<file path="src/rtl/iic_transaction_sequencer.sv">
// -----------------------------------------------------------------------------
// iic_transaction_sequencer
//
// Turns one register-level request (write reg / read reg on a 7-bit slave)
// into the ordered list of byte-engine commands for that transfer. It hands
// out one command at a time, waits for the engine to finish it, records slave
// NACKs and read data, and reports one response pulse per transaction.
//
// Ports
//   i_clk, i_rst      clock; synchronous active-high reset
//   i_req_*           request: valid, rw (0 write / 1 read), dev, reg, wdata
//   o_req_ready       request accepted when high together with i_req_valid
//   o_resp_valid      one-cycle completion pulse
//   o_resp_rdata      last byte read; held until the next read completes
//   o_resp_err        00 ok, 01 slave NACK, 10 timeout; held until next accept
//   o_busy            high whenever the sequencer is not idle
//   o_cmd_valid/i_cmd_ready   command handshake towards the byte engine
//   o_cmd             000 START, 001 WRITE, 010 READ, 011 RESTART, 100 STOP
//   o_cmd_byte        byte to send for WRITE, 0 otherwise
//   o_cmd_nack        master ACK bit for READ (1 = NACK)
//   i_cmd_done        one-cycle end-of-command pulse from the engine
//   i_cmd_slv_nack    slave NACK, qualified by i_cmd_done
//   i_cmd_rdata       received byte, qualified by i_cmd_done
//
// state     | meaning
// ----------+-------------------------------------------------------------
// S_IDLE    | waiting for a request
// S_START   | START condition
// S_DEV_W   | slave address with write bit
// S_REG     | register address byte
// S_WDATA   | write data byte
// S_RESTART | repeated START before the read phase
// S_DEV_R   | slave address with read bit
// S_RDATA   | read one byte, master NACKs it
// S_STOP    | STOP condition
// S_DONE    | one-cycle response pulse
// -----------------------------------------------------------------------------
module iic_transaction_sequencer #(
    parameter int TIMEOUT_CYCLES = 4096
) (
    input  logic       i_clk,
    input  logic       i_rst,
    input  logic       i_req_valid,
    output logic       o_req_ready,
    input  logic       i_req_rw,
    input  logic [6:0] i_req_dev,
    input  logic [7:0] i_req_reg,
    input  logic [7:0] i_req_wdata,
    output logic       o_resp_valid,
    output logic [7:0] o_resp_rdata,
    output logic [1:0] o_resp_err,
    output logic       o_busy,
    output logic       o_cmd_valid,
    input  logic       i_cmd_ready,
    output logic [2:0] o_cmd,
    output logic [7:0] o_cmd_byte,
    output logic       o_cmd_nack,
    input  logic       i_cmd_done,
    input  logic       i_cmd_slv_nack,
    input  logic [7:0] i_cmd_rdata
);

    localparam int               CNT_W    = $clog2(TIMEOUT_CYCLES) + 1;
    localparam logic [CNT_W-1:0] CNT_LAST = CNT_W'(TIMEOUT_CYCLES - 1);

    localparam logic [2:0] CMD_START   = 3'b000;
    localparam logic [2:0] CMD_WRITE   = 3'b001;
    localparam logic [2:0] CMD_READ    = 3'b010;
    localparam logic [2:0] CMD_RESTART = 3'b011;
    localparam logic [2:0] CMD_STOP    = 3'b100;

    localparam logic [1:0] ERR_OK      = 2'b00;
    localparam logic [1:0] ERR_NACK    = 2'b01;
    localparam logic [1:0] ERR_TIMEOUT = 2'b10;

    typedef enum logic [3:0] {
        S_IDLE,
        S_START,
        S_DEV_W,
        S_REG,
        S_WDATA,
        S_RESTART,
        S_DEV_R,
        S_RDATA,
        S_STOP,
        S_DONE
    } state_t;

    state_t           state, state_nxt;
    logic             cmd_sent, sent_nxt;
    logic [CNT_W-1:0] to_cnt, cnt_nxt;
    logic [1:0]       err, err_nxt;
    logic [7:0]       rdata, rdata_nxt;
    logic [6:0]       dev_q;
    logic [7:0]       reg_q;
    logic [7:0]       wdata_q;
    logic             rw_q;
    logic             load_req;
    logic             cmd_state;
    logic             is_write;
    logic             done_ok;

    // cmd_sent marks the current state's command as accepted and now
    // outstanding; valid is simply "command state and not yet accepted".
    assign cmd_state    = (state != S_IDLE) && (state != S_DONE);
    assign o_cmd_valid  = cmd_state && !cmd_sent;
    assign done_ok      = cmd_state && cmd_sent && i_cmd_done;
    assign o_busy       = (state != S_IDLE);
    assign o_resp_valid = (state == S_DONE);
    assign o_req_ready  = (state == S_IDLE) && !o_resp_valid;
    assign o_resp_err   = err;
    assign o_resp_rdata = rdata;
    assign is_write     = (state == S_DEV_W) || (state == S_REG) ||
                          (state == S_WDATA) || (state == S_DEV_R);

    always_comb begin
        o_cmd      = CMD_START;
        o_cmd_byte = 8'h00;
        o_cmd_nack = 1'b0;
        case (state)
            S_DEV_W: begin
                o_cmd      = CMD_WRITE;
                o_cmd_byte = {dev_q, 1'b0};
            end
            S_REG: begin
                o_cmd      = CMD_WRITE;
                o_cmd_byte = reg_q;
            end
            S_WDATA: begin
                o_cmd      = CMD_WRITE;
                o_cmd_byte = wdata_q;
            end
            S_RESTART: o_cmd = CMD_RESTART;
            S_DEV_R: begin
                o_cmd      = CMD_WRITE;
                o_cmd_byte = {dev_q, 1'b1};
            end
            S_RDATA: begin
                o_cmd      = CMD_READ;
                o_cmd_nack = 1'b1;
            end
            S_STOP:  o_cmd = CMD_STOP;
            default: ;
        endcase
    end

    always_comb begin
        state_nxt = state;
        sent_nxt  = cmd_sent;
        cnt_nxt   = to_cnt;
        err_nxt   = err;
        rdata_nxt = rdata;
        load_req  = 1'b0;

        case (state)
            S_IDLE: begin
                if (i_req_valid && o_req_ready) begin
                    load_req  = 1'b1;
                    err_nxt   = ERR_OK;
                    state_nxt = S_START;
                end
            end
            S_DONE: state_nxt = S_IDLE;
            default: begin
                if (o_cmd_valid && i_cmd_ready) begin
                    sent_nxt = 1'b1;
                end
                cnt_nxt = to_cnt + CNT_W'(1);
                // A completion landing on the last allowed cycle still counts.
                if (done_ok) begin
                    if (is_write && i_cmd_slv_nack) begin
                        err_nxt   = ERR_NACK;
                        state_nxt = S_STOP;
                    end else begin
                        case (state)
                            S_START:   state_nxt = S_DEV_W;
                            S_DEV_W:   state_nxt = S_REG;
                            S_REG:     state_nxt = rw_q ? S_RESTART : S_WDATA;
                            S_WDATA:   state_nxt = S_STOP;
                            S_RESTART: state_nxt = S_DEV_R;
                            S_DEV_R:   state_nxt = S_RDATA;
                            S_RDATA: begin
                                rdata_nxt = i_cmd_rdata;
                                state_nxt = S_STOP;
                            end
                            S_STOP: begin
                                // A NACK on STOP is reported only if nothing
                                // went wrong earlier in the transfer.
                                if (i_cmd_slv_nack && (err == ERR_OK)) begin
                                    err_nxt = ERR_NACK;
                                end
                                state_nxt = S_DONE;
                            end
                            default:   state_nxt = S_IDLE;
                        endcase
                    end
                end else if (to_cnt == CNT_LAST) begin
                    // Bus state is unknown after a stall, so no STOP is sent.
                    err_nxt   = ERR_TIMEOUT;
                    state_nxt = S_DONE;
                end
            end
        endcase

        if (state_nxt != state) begin
            cnt_nxt  = '0;
            sent_nxt = 1'b0;
        end
    end

    always_ff @(posedge i_clk) begin
        if (i_rst) begin
            state    <= S_IDLE;
            cmd_sent <= 1'b0;
            to_cnt   <= '0;
            err      <= ERR_OK;
            rdata    <= 8'h00;
            dev_q    <= 7'h00;
            reg_q    <= 8'h00;
            wdata_q  <= 8'h00;
            rw_q     <= 1'b0;
        end else begin
            state    <= state_nxt;
            cmd_sent <= sent_nxt;
            to_cnt   <= cnt_nxt;
            err      <= err_nxt;
            rdata    <= rdata_nxt;
            if (load_req) begin
                dev_q   <= i_req_dev;
                reg_q   <= i_req_reg;
                wdata_q <= i_req_wdata;
                rw_q    <= i_req_rw;
            end
        end
    end

endmodule
</file>
<file path="config.mk">
export PLATFORM = sky130hd
export DESIGN_NAME = iic_transaction_sequencer
export DESIGN_NICKNAME = d
export VERILOG_FILES = /design/src/rtl/iic_transaction_sequencer.sv
export SDC_FILE = /design/constraint.sdc
export NUM_CORES = 1
export LEC_CHECK = 0
export BUFFER_PORTS_ARGS = -buffer_cell sky130_fd_sc_hd__buf_2
export CORE_ASPECT_RATIO = 0.6
export CORE_MARGIN = 1
export CORE_UTILIZATION = 48
export DETAILED_ROUTE_END_ITERATION = 7
export GPL_ROUTABILITY_DRIVEN = 0
export GPL_TIMING_DRIVEN = 0
export PLACE_DENSITY_LB_ADDON = 0.08
export SLEW_MARGIN = 15
export SYNTH_ARGS = -nofsm -noshare
export SYNTH_HDL_FRONTEND = slang
export SYNTH_SLANG_ARGS = --single-unit
</file>
<file path="constraint.sdc">
create_clock -name i_clk -period 2.2 [get_ports i_clk]
set_input_delay 0 -clock i_clk [delete_from_list [all_inputs] [get_ports i_clk]]
set_output_delay 0 -clock i_clk [all_outputs]
set_load 0.02 [all_outputs]
</file>
==> results of run 1 <==
final timing paths:
path | to | cells past startpoint | start
max | o_cmd_byte[4] | 7 | state[0]
min reg2reg | reg_q[0] | 2 | reg_q[0]
max reg2reg | to_cnt[11] | 7 | to_cnt[0]
min | cmd_sent | 3 | i_cmd_ready
sequential cells by signal, indices dropped and copies added (netlist names):
signal        count
cmd_sent          1
dev_q             7
o_resp_err        2
o_resp_rdata      8
reg_q             8
rw_q              1
state             4
to_cnt           13
wdata_q           8
metrics by stage:
| step | hold WS (ps) | power [uW] |
|---|---|---|
| 5_1_grt | 33.8 | 1950 |
| 3_3_place_gp | 231 | 1210 |
| 4_1_cts | 35.1 | 1880 |
| 2_1_floorplan | 136 | 1140 |
| 6_report | 32.4 | 1880 |
| 3_5_place_dp | 244 | 1210 |
Yosys cell counts (2+ instances only):
master / instances / area share
a21oi_1: 36 / 0.071
o21ai_1: 2 / 0.0040
o21ai_0: 2 / 0.0040
buf_2: 6 / 0.012
xnor2_1: 6 / 0.021
nor2b_1: 2 / 0.0050
dfxtp_1: 52 / 0.41
buf_6: 4 / 0.018
a211oi_1: 3 / 0.0089
nor3_1: 5 / 0.0099
mux2i_1: 10 / 0.040
nand4_1: 5 / 0.012
xor2_1: 7 / 0.024
nor2_1: 17 / 0.025
nor3_2: 11 / 0.044
nand2b_1: 4 / 0.0099
clkbuf_1: 6 / 0.0089
and3_1: 3 / 0.0074
and2_1: 4 / 0.0099
a222oi_1: 7 / 0.028
nand3_1: 3 / 0.0060
inv_1: 10 / 0.015
nand2_1: 59 / 0.088
nor2_2: 2 / 0.0050
metal layers:
| metal | wire (um) | global-route usage | up-vias |
|---|---|---|---|
| met2 | 2580 | 0.331 | 77 |
| met3 | 402 | 0.0656 | 5 |
| met4 | 36 | 0.0512 | 0 |
| li1 | - | - | 1228 |
| met1 | 3560 | 0.387 | 1121 |
| met5 | 0 | 0 | - |
area by class of cell:
| class | instances | area [um^2] | area share |
|---|---|---|---|
| plain buffers | 17 | 105 | 0.0313 |
| clock buffers | 5 | 68.8 | 0.0205 |
| clock inverters | 1 | 30.0 | 0.00894 |
| inverters | 11 | 41.3 | 0.0123 |
| multi-input cells | 213 | 1350 | 0.400 |
| flip-flops and latches | 52 | 1040 | 0.310 |
| well taps | 66 | 82.6 | 0.0246 |
| repair buffers | 96 | 646 | 0.192 |
critical path, delay by kind of cell (launching register included):
family,cells,cell delay [ps]
buf+inv,4,640
simple gates,2,500
flops,1,340
compound gates,1,170
power by group:
group / internal [uW] / total [uW] / switching [uW] / leakage, uW
clock network: 327 / 636 / 309 / 0.0000501
registers: 973 / 994 / 20.8 / 0.000423
logic: 118 / 247 / 129 / 0.000952
total: 1420 / 1880 / 459 / 0.00143
cell families (layout without fill, tap and decap cells):
family | count (synthesis) | in the layout | share of synthesized area
mux | 10 | 10 | 0.0397
xor+xnor | 13 | 13 | 0.0451
compound gates | 62 | 62 | 0.169
fa+ha+maj | 1 | 1 | 0.00496
simple gates | 127 | 127 | 0.270
flops | 52 | 52 | 0.413
buf+inv | 28 | 130 | 0.0580
timing repair:
action,4_1_cts,5_1_grt
hold buffers,33,0
endpoints found under the setup margin,1,0
gates resized for setup,2,0
hold endpoints to repair,33,0
==> summary.md, run 1 <==
| Metric | Value |
|---|---|
| Critical Path Fanout Max | `10` |
| Max IR drop VDD | `264 uV` |
| Top FF cell, synth | `dfxtp_1` |
| Inst Count DP | `around 420` |
| Vias in the first global route | `approximately 2100` |
| Final setup TNS | `0 ps` |
| Worst Skew | `around 5.1 ps` |
| Post-DP HPWL | `about 4600 um` |
| Fin crit period | `1950 ps` |
| Slowest cell on the critical path | `nor3_2` |
| Number of library cell types mapped by synthesis | `51` |
| CTS tree | `built` |
| Post-synth ARST share | `0` |
| Fin util | `0.665` |
| Fin crit share | `0.887` |
| Filler cell count | `between 400 and 500` |
| Ys Warns | `0` |
| Layout cells sized above 1 | `0.266` |
| Most frequent cells in the layout | `buf_2, nand2_1, dfxtp_1, a21oi_1, dlygate4sd3_1` |
| Yosys reg bits | `between 50 and 60` |
| TritonCTS Buffers | `5` |
| 1st-pass router iterations | `6` |
| Die W | `~96 um` |
| Reg2reg setup slack | `about 250 ps` |
| Per-cell routed wire length | `14.3 um` |
| Crit path DAT | `between 1500 and 2000 ps` |
| Non-Filler Instances | `461` |
| Slew headroom | `0.607` |
| Vias post-DR | `around 2400` |
| Worst-margin pin slew | `between 500 and 600 ps` |
| WL final | `~6600 um` |
| Nets@finish | `435` |
| Setup ws final | `between 200 and 250 ps` |
| Setup Buffers After CTS | `0` |
| Crit path cell chain | `buf_6 > buf_2 > nand2_1 > nor3_2 > a222oi_1 > inv_1 > buf_2` |
| Initial core utilization | `0.499` |
| Synth Instances | `293` |
| Final Hold Vio Count | `0` |
| Residual DRC count | `0` |
| Grt total ovfl | `0` |
| Synth-to-Final Area Change | `33.2%` |
| Synthesized area | `about 2500 um^2` |
| Largest net degree at the start of global routing | `15` |
| Worst EP required | `around 2200 ps` |
| Syn avg cell area | `roughly 8.6 um^2` |
| Crit. End Element | `output pin` |
| Root Driver | `clkbuf_8` |
| RSZ-0062 raised after global routing | `no` |
| Leakage power | `0.00143 uW` |
| Design Area, Final | `roughly 3400 um^2` |
| Initial antenna violation count | `0` |
| Chip height | `roughly 58 um` |
| Rows | `20` |
| # IOs | `64` |
| Endpoints failing setup | `0` |
| Worst stage delay on the critical path | `approximately 410 ps` |
| Crit start category | `register` |
| Hold WC Path Type | `input pin to register` |
| Seq/Total Area, Yosys | `0.413` |
| Synth Net Count | `332` |
| Post-synth EDFFs | `0` |
| Antenna-violating nets left | `0` |
| Worst-path clk slew | `about 90 ps` |
| DRT iter0 DRCs | `between 150 and 200` |
| Global-route usage over all layers | `0.246` |
| MaxCap Viol Count | `0` |
| # diodes | `0` |
| Number of vias per cell | `5.27` |
| Fmax | `513 MHz` |
| Pins Over Slew Limit | `0` |
| Deepest clock path buffer count | `2` |
| Most common cell after layout, fill and taps aside | `buf_2` |
| Die area | `5560 um^2` |
| Clk sinks | `52` |
| Power per cell area | `approximately 560 nW/um^2` |
| Placement Setup Slack | `297 ps` |
| Critical path class | `register to output pin` |
| Port bufs | `63` |
| Max H-tree Level | `2` |
| Worst skew pair latency | `roughly 300 ps` |
| CP dominant cell by count | `buf_2` |
| Status | `finished, final reports clean` |
| Dpl cell area | `a little under 3000 um^2` |
| First-pass GRT wire length | `a little over 10000 um` |
| Core Region | `about 5100 um^2` |
Power figures use the tool's default switching activity.
==> run 2, diff against run 1 <==
--- a/config.mk
+++ b/config.mk
@@ -6,9 +6,11 @@
 export NUM_CORES = 1
 export LEC_CHECK = 0
 export BUFFER_PORTS_ARGS = -buffer_cell sky130_fd_sc_hd__buf_2
+export CELL_PAD_IN_SITES_DETAIL_PLACEMENT = 0
+export CELL_PAD_IN_SITES_GLOBAL_PLACEMENT = 1
 export CORE_ASPECT_RATIO = 0.6
 export CORE_MARGIN = 1
-export CORE_UTILIZATION = 48
+export CORE_UTILIZATION = 39
 export DETAILED_ROUTE_END_ITERATION = 7
 export GPL_ROUTABILITY_DRIVEN = 0
 export GPL_TIMING_DRIVEN = 0
==> constraint.sdc (replaced) <==
create_clock -name i_clk -period 2.1 [get_ports i_clk]
set_input_delay 0 -clock i_clk [delete_from_list [all_inputs] [get_ports i_clk]]
set_output_delay 0 -clock i_clk [all_outputs]
set_load 0.02 [all_outputs]
==> run 2 against run 1 <==
Against the previous run: core utilization fell by 11 points; largest cell class unchanged; non-clock buffer count did not move; sequential power rose by 5%; global-route usage fell by 4.1 points; die area rose by 22%; critical path depth fell by 2; first-iteration DRC count fell by 9.3%; register-to-register slack got worse by 50 ps.
==> summary.md, run 2 (synthesis gave the netlist of run 1 again) <==
| Metric | Value |
|---|---|
| Critical path depth | `5 (-2)` |
| Fmax | `a little over 500 MHz` |
| 1st-pass router iterations | `4 (-2)` |
| Buf/Inv on CP | `3 (-1)` |
| Endpoints failing setup | `0 (unchanged)` |
| Area of the multi-input gates | `1360 um^2 (+0.93%)` |
| Worst EP required | `2100 ps (-100 ps)` |
| Initial antenna violation count | `0 (unchanged)` |
| Post-DP HPWL | `4850 um (+6.0%)` |
| Nets@finish | `435 (unchanged)` |
| Residual DRC count | `0 (unchanged)` |
| FF-to-FF End | `to_cnt[8]` |
| Layout cells sized above 1 | `0.275 (+0.00874)` |
| R2R depth | `7 (unchanged)` |
| Grt total ovfl | `0 (unchanged)` |
| Deepest clock path buffer count | `2 (unchanged)` |
| WL final | `6760 um (+2.7%)` |
| Critical path's top delay family | `simple AND/OR/NAND/NOR gates` |
| Pins Over Slew Limit | `0 (unchanged)` |
| Largest Register | `to_cnt` |
| Crit path DAT | `1940 ps (about the same)` |
| # diodes | `0 (unchanged)` |
| Slowest cell on the critical path | `nor3b_2` |
| Filler cell count | `606 (+30%)` |
| Most common cell after layout, fill and taps aside | `buf_2` |
| Fin crit period | `just under 2000 ps` |
| Critical path class | `register to output pin` |
| RSZ-0062 raised after global routing | `no` |
| Final setup TNS | `0 ps (unchanged)` |
| Rows | `22 (+10%)` |
| Crit start category | `register` |
| Vias in the first global route | `2204 (+2.6%)` |
| Synth-to-Final Area Change | `34.5%` |
| Slew headroom | `0.625 (+0.0187)` |
| Number of flip-flops in the largest register | `13 (unchanged)` |
| Worst flop-to-flop path startpoint | `to_cnt[0]` |
| DRT iter0 DRCs | `146 (-9.3%)` |
| Fin crit share | `0.926` |
| Vias post-DR | `2444 (+0.53%)` |
| Max H-tree Level | `2 (unchanged)` |
| Die W | `106 um (+11%)` |
| Number of vias per cell | `5.08 (-3.6%)` |
| Leakage power | `0.00142 uW (-0.46%)` |
| Critical Path Fanout Max | `10 (unchanged)` |
| Pwr Total | `1910 uW (+2.0%)` |
| Max IR drop VDD | `292 uV (+10%)` |
| Worst skew pair latency | `310 ps (about the same)` |
| Largest net degree at the start of global routing | `17 (+2)` |
| CTS tree | `built` |
| Reg2reg setup slack | `200 ps (-50 ps)` |
| Final Hold Vio Count | `0 (unchanged)` |
| Status | `finished, final reports clean` |
| Worst Skew | `13.0 ps (+7.92 ps)` |
| Antenna-violating nets left | `0 (unchanged)` |
| Port bufs | `63 (unchanged)` |
| Global-route usage over all layers | `0.206 (-0.0407)` |
| Hold WC Path Type | `input pin to register` |
| TritonCTS Buffers | `5 (unchanged)` |
| Register area | `1040 um^2 (unchanged)` |
| Chip height | `64.3 um (+11%)` |
| Clk sinks | `52 (unchanged)` |
| First-pass GRT wire length | `10800 um (+5.1%)` |
| Die area | `6800 um^2 (+22%)` |
| MaxCap Viol Count | `0 (unchanged)` |
| Root Driver | `clkbuf_8` |
| Core Region | `6170 um^2 (+22%)` |
| CP Launch Point | `state[2]` |
| Crit. End Element | `output pin` |
| Per-cell routed wire length | `14.1 um (-1.6%)` |
| Power per cell area | `564 nW/um^2 (+1.0%)` |
| Worst-margin pin slew | `560 ps (-27.9 ps)` |
| Most frequent cells in the layout | `buf_2, nand2_1, dfxtp_1, a21oi_1, dlygate4sd3_1` |
| Crit path cell chain | `buf_2 > nor3b_2 > a222oi_1 > inv_1 > buf_2` |
| CP dominant cell by count | `buf_2` |
| Worst stage delay on the critical path | `520 ps (+110 ps)` |
| Initial core utilization | `0.409 (-0.0899)` |
| Setup crit end | `o_cmd_byte[3]` |
| # IOs | `64 (unchanged)` |
| Worst-path clk slew | `100 ps (about the same)` |
run 2: changes by cell type in the layout (fill, tap and decap cells not counted), sizes merged:
cell,before,now
inv,11,12
bufinv,1,0
clkbuf,11,12
clkinv,0,1
run 2: worst min-delay path by stage:
stage | startpoint | endpoint | slack [ps] | cells after the start
4_1_cts | i_cmd_ready | cmd_sent | 8 | 3
5_1_grt | i_cmd_ready | cmd_sent | 20 | 3
3_5_place_dp | i_req_dev[6] | dev_q[6] | 250 | 3
6_report | i_cmd_ready | cmd_sent | 10 | 3
2_1_floorplan | i_req_reg[0] | reg_q[0] | 140 | 2
3_3_place_gp | i_cmd_rdata[1] | o_resp_rdata[1] | 230 | 3
run 2: through the flow:
stage	setup slack, ps	instance area, um^2	util	hold WS, ps	cells
floorplan	223	2520	-	136	293
global placement	146	2940	0.477	232	440
detailed placement	155	2940	0.477	245	440
CTS	124	3380	0.548	7.69	481
global route	28.6	3390	0.550	24.1	481
finish	155	3390	0.550	12.5	481
run 2: cell type report:
| cell class | count | area share |
|---|---|---|
| Sequential cell | 52 | 0.307 |
| Tap cell | 84 | 0.0310 |
| Clock buffer | 6 | 0.0243 |
| Buffer | 17 | 0.0310 |
| Inverter | 11 | 0.0122 |
| Clock inverter | 2 | 0.00406 |
| Timing Repair Buffer | 96 | 0.190 |
| Multi-Input combinational cell | 213 | 0.400 |
run 2: layer usage:
metal | part of all wire | global-route usage | up-vias
met4 | 0.0049 | 0.0434 | 0
li1 | - | - | 1225
met1 | 0.54 | 0.313 | 1133
met3 | 0.075 | 0.0551 | 5
met2 | 0.38 | 0.283 | 81
met5 | 0 | 0 | -
run 2: what timing repair did:
action,in CTS,in global routing
hold buffers,33,0
endpoints found under the hold margin,33,0
resized for setup,2,3
setup buffers,0,0
setup endpoints to repair,7,15
run 2: worst register-to-register path: stages, from the launching register on:
cell,delay [ps]
dfxtp_1,460
ha_2,310
nand3_1,120
nor2_1,210
a21oi_2,160
a31oi_4,260
buf_6,210
nor3_2,60
run 2: power breakdown:
| group | leakage (uW) | switching [uW] | total [uW] | internal, uW |
|---|---|---|---|---|
| Clock | 0.0000516 | 345 | 615 | 270 |
| Combinational | 0.000944 | 134 | 257 | 124 |
| Sequential | 0.000423 | 22.5 | 1040 | 1020 |
| Total | 0.00142 | 501 | 1910 | 1410 |
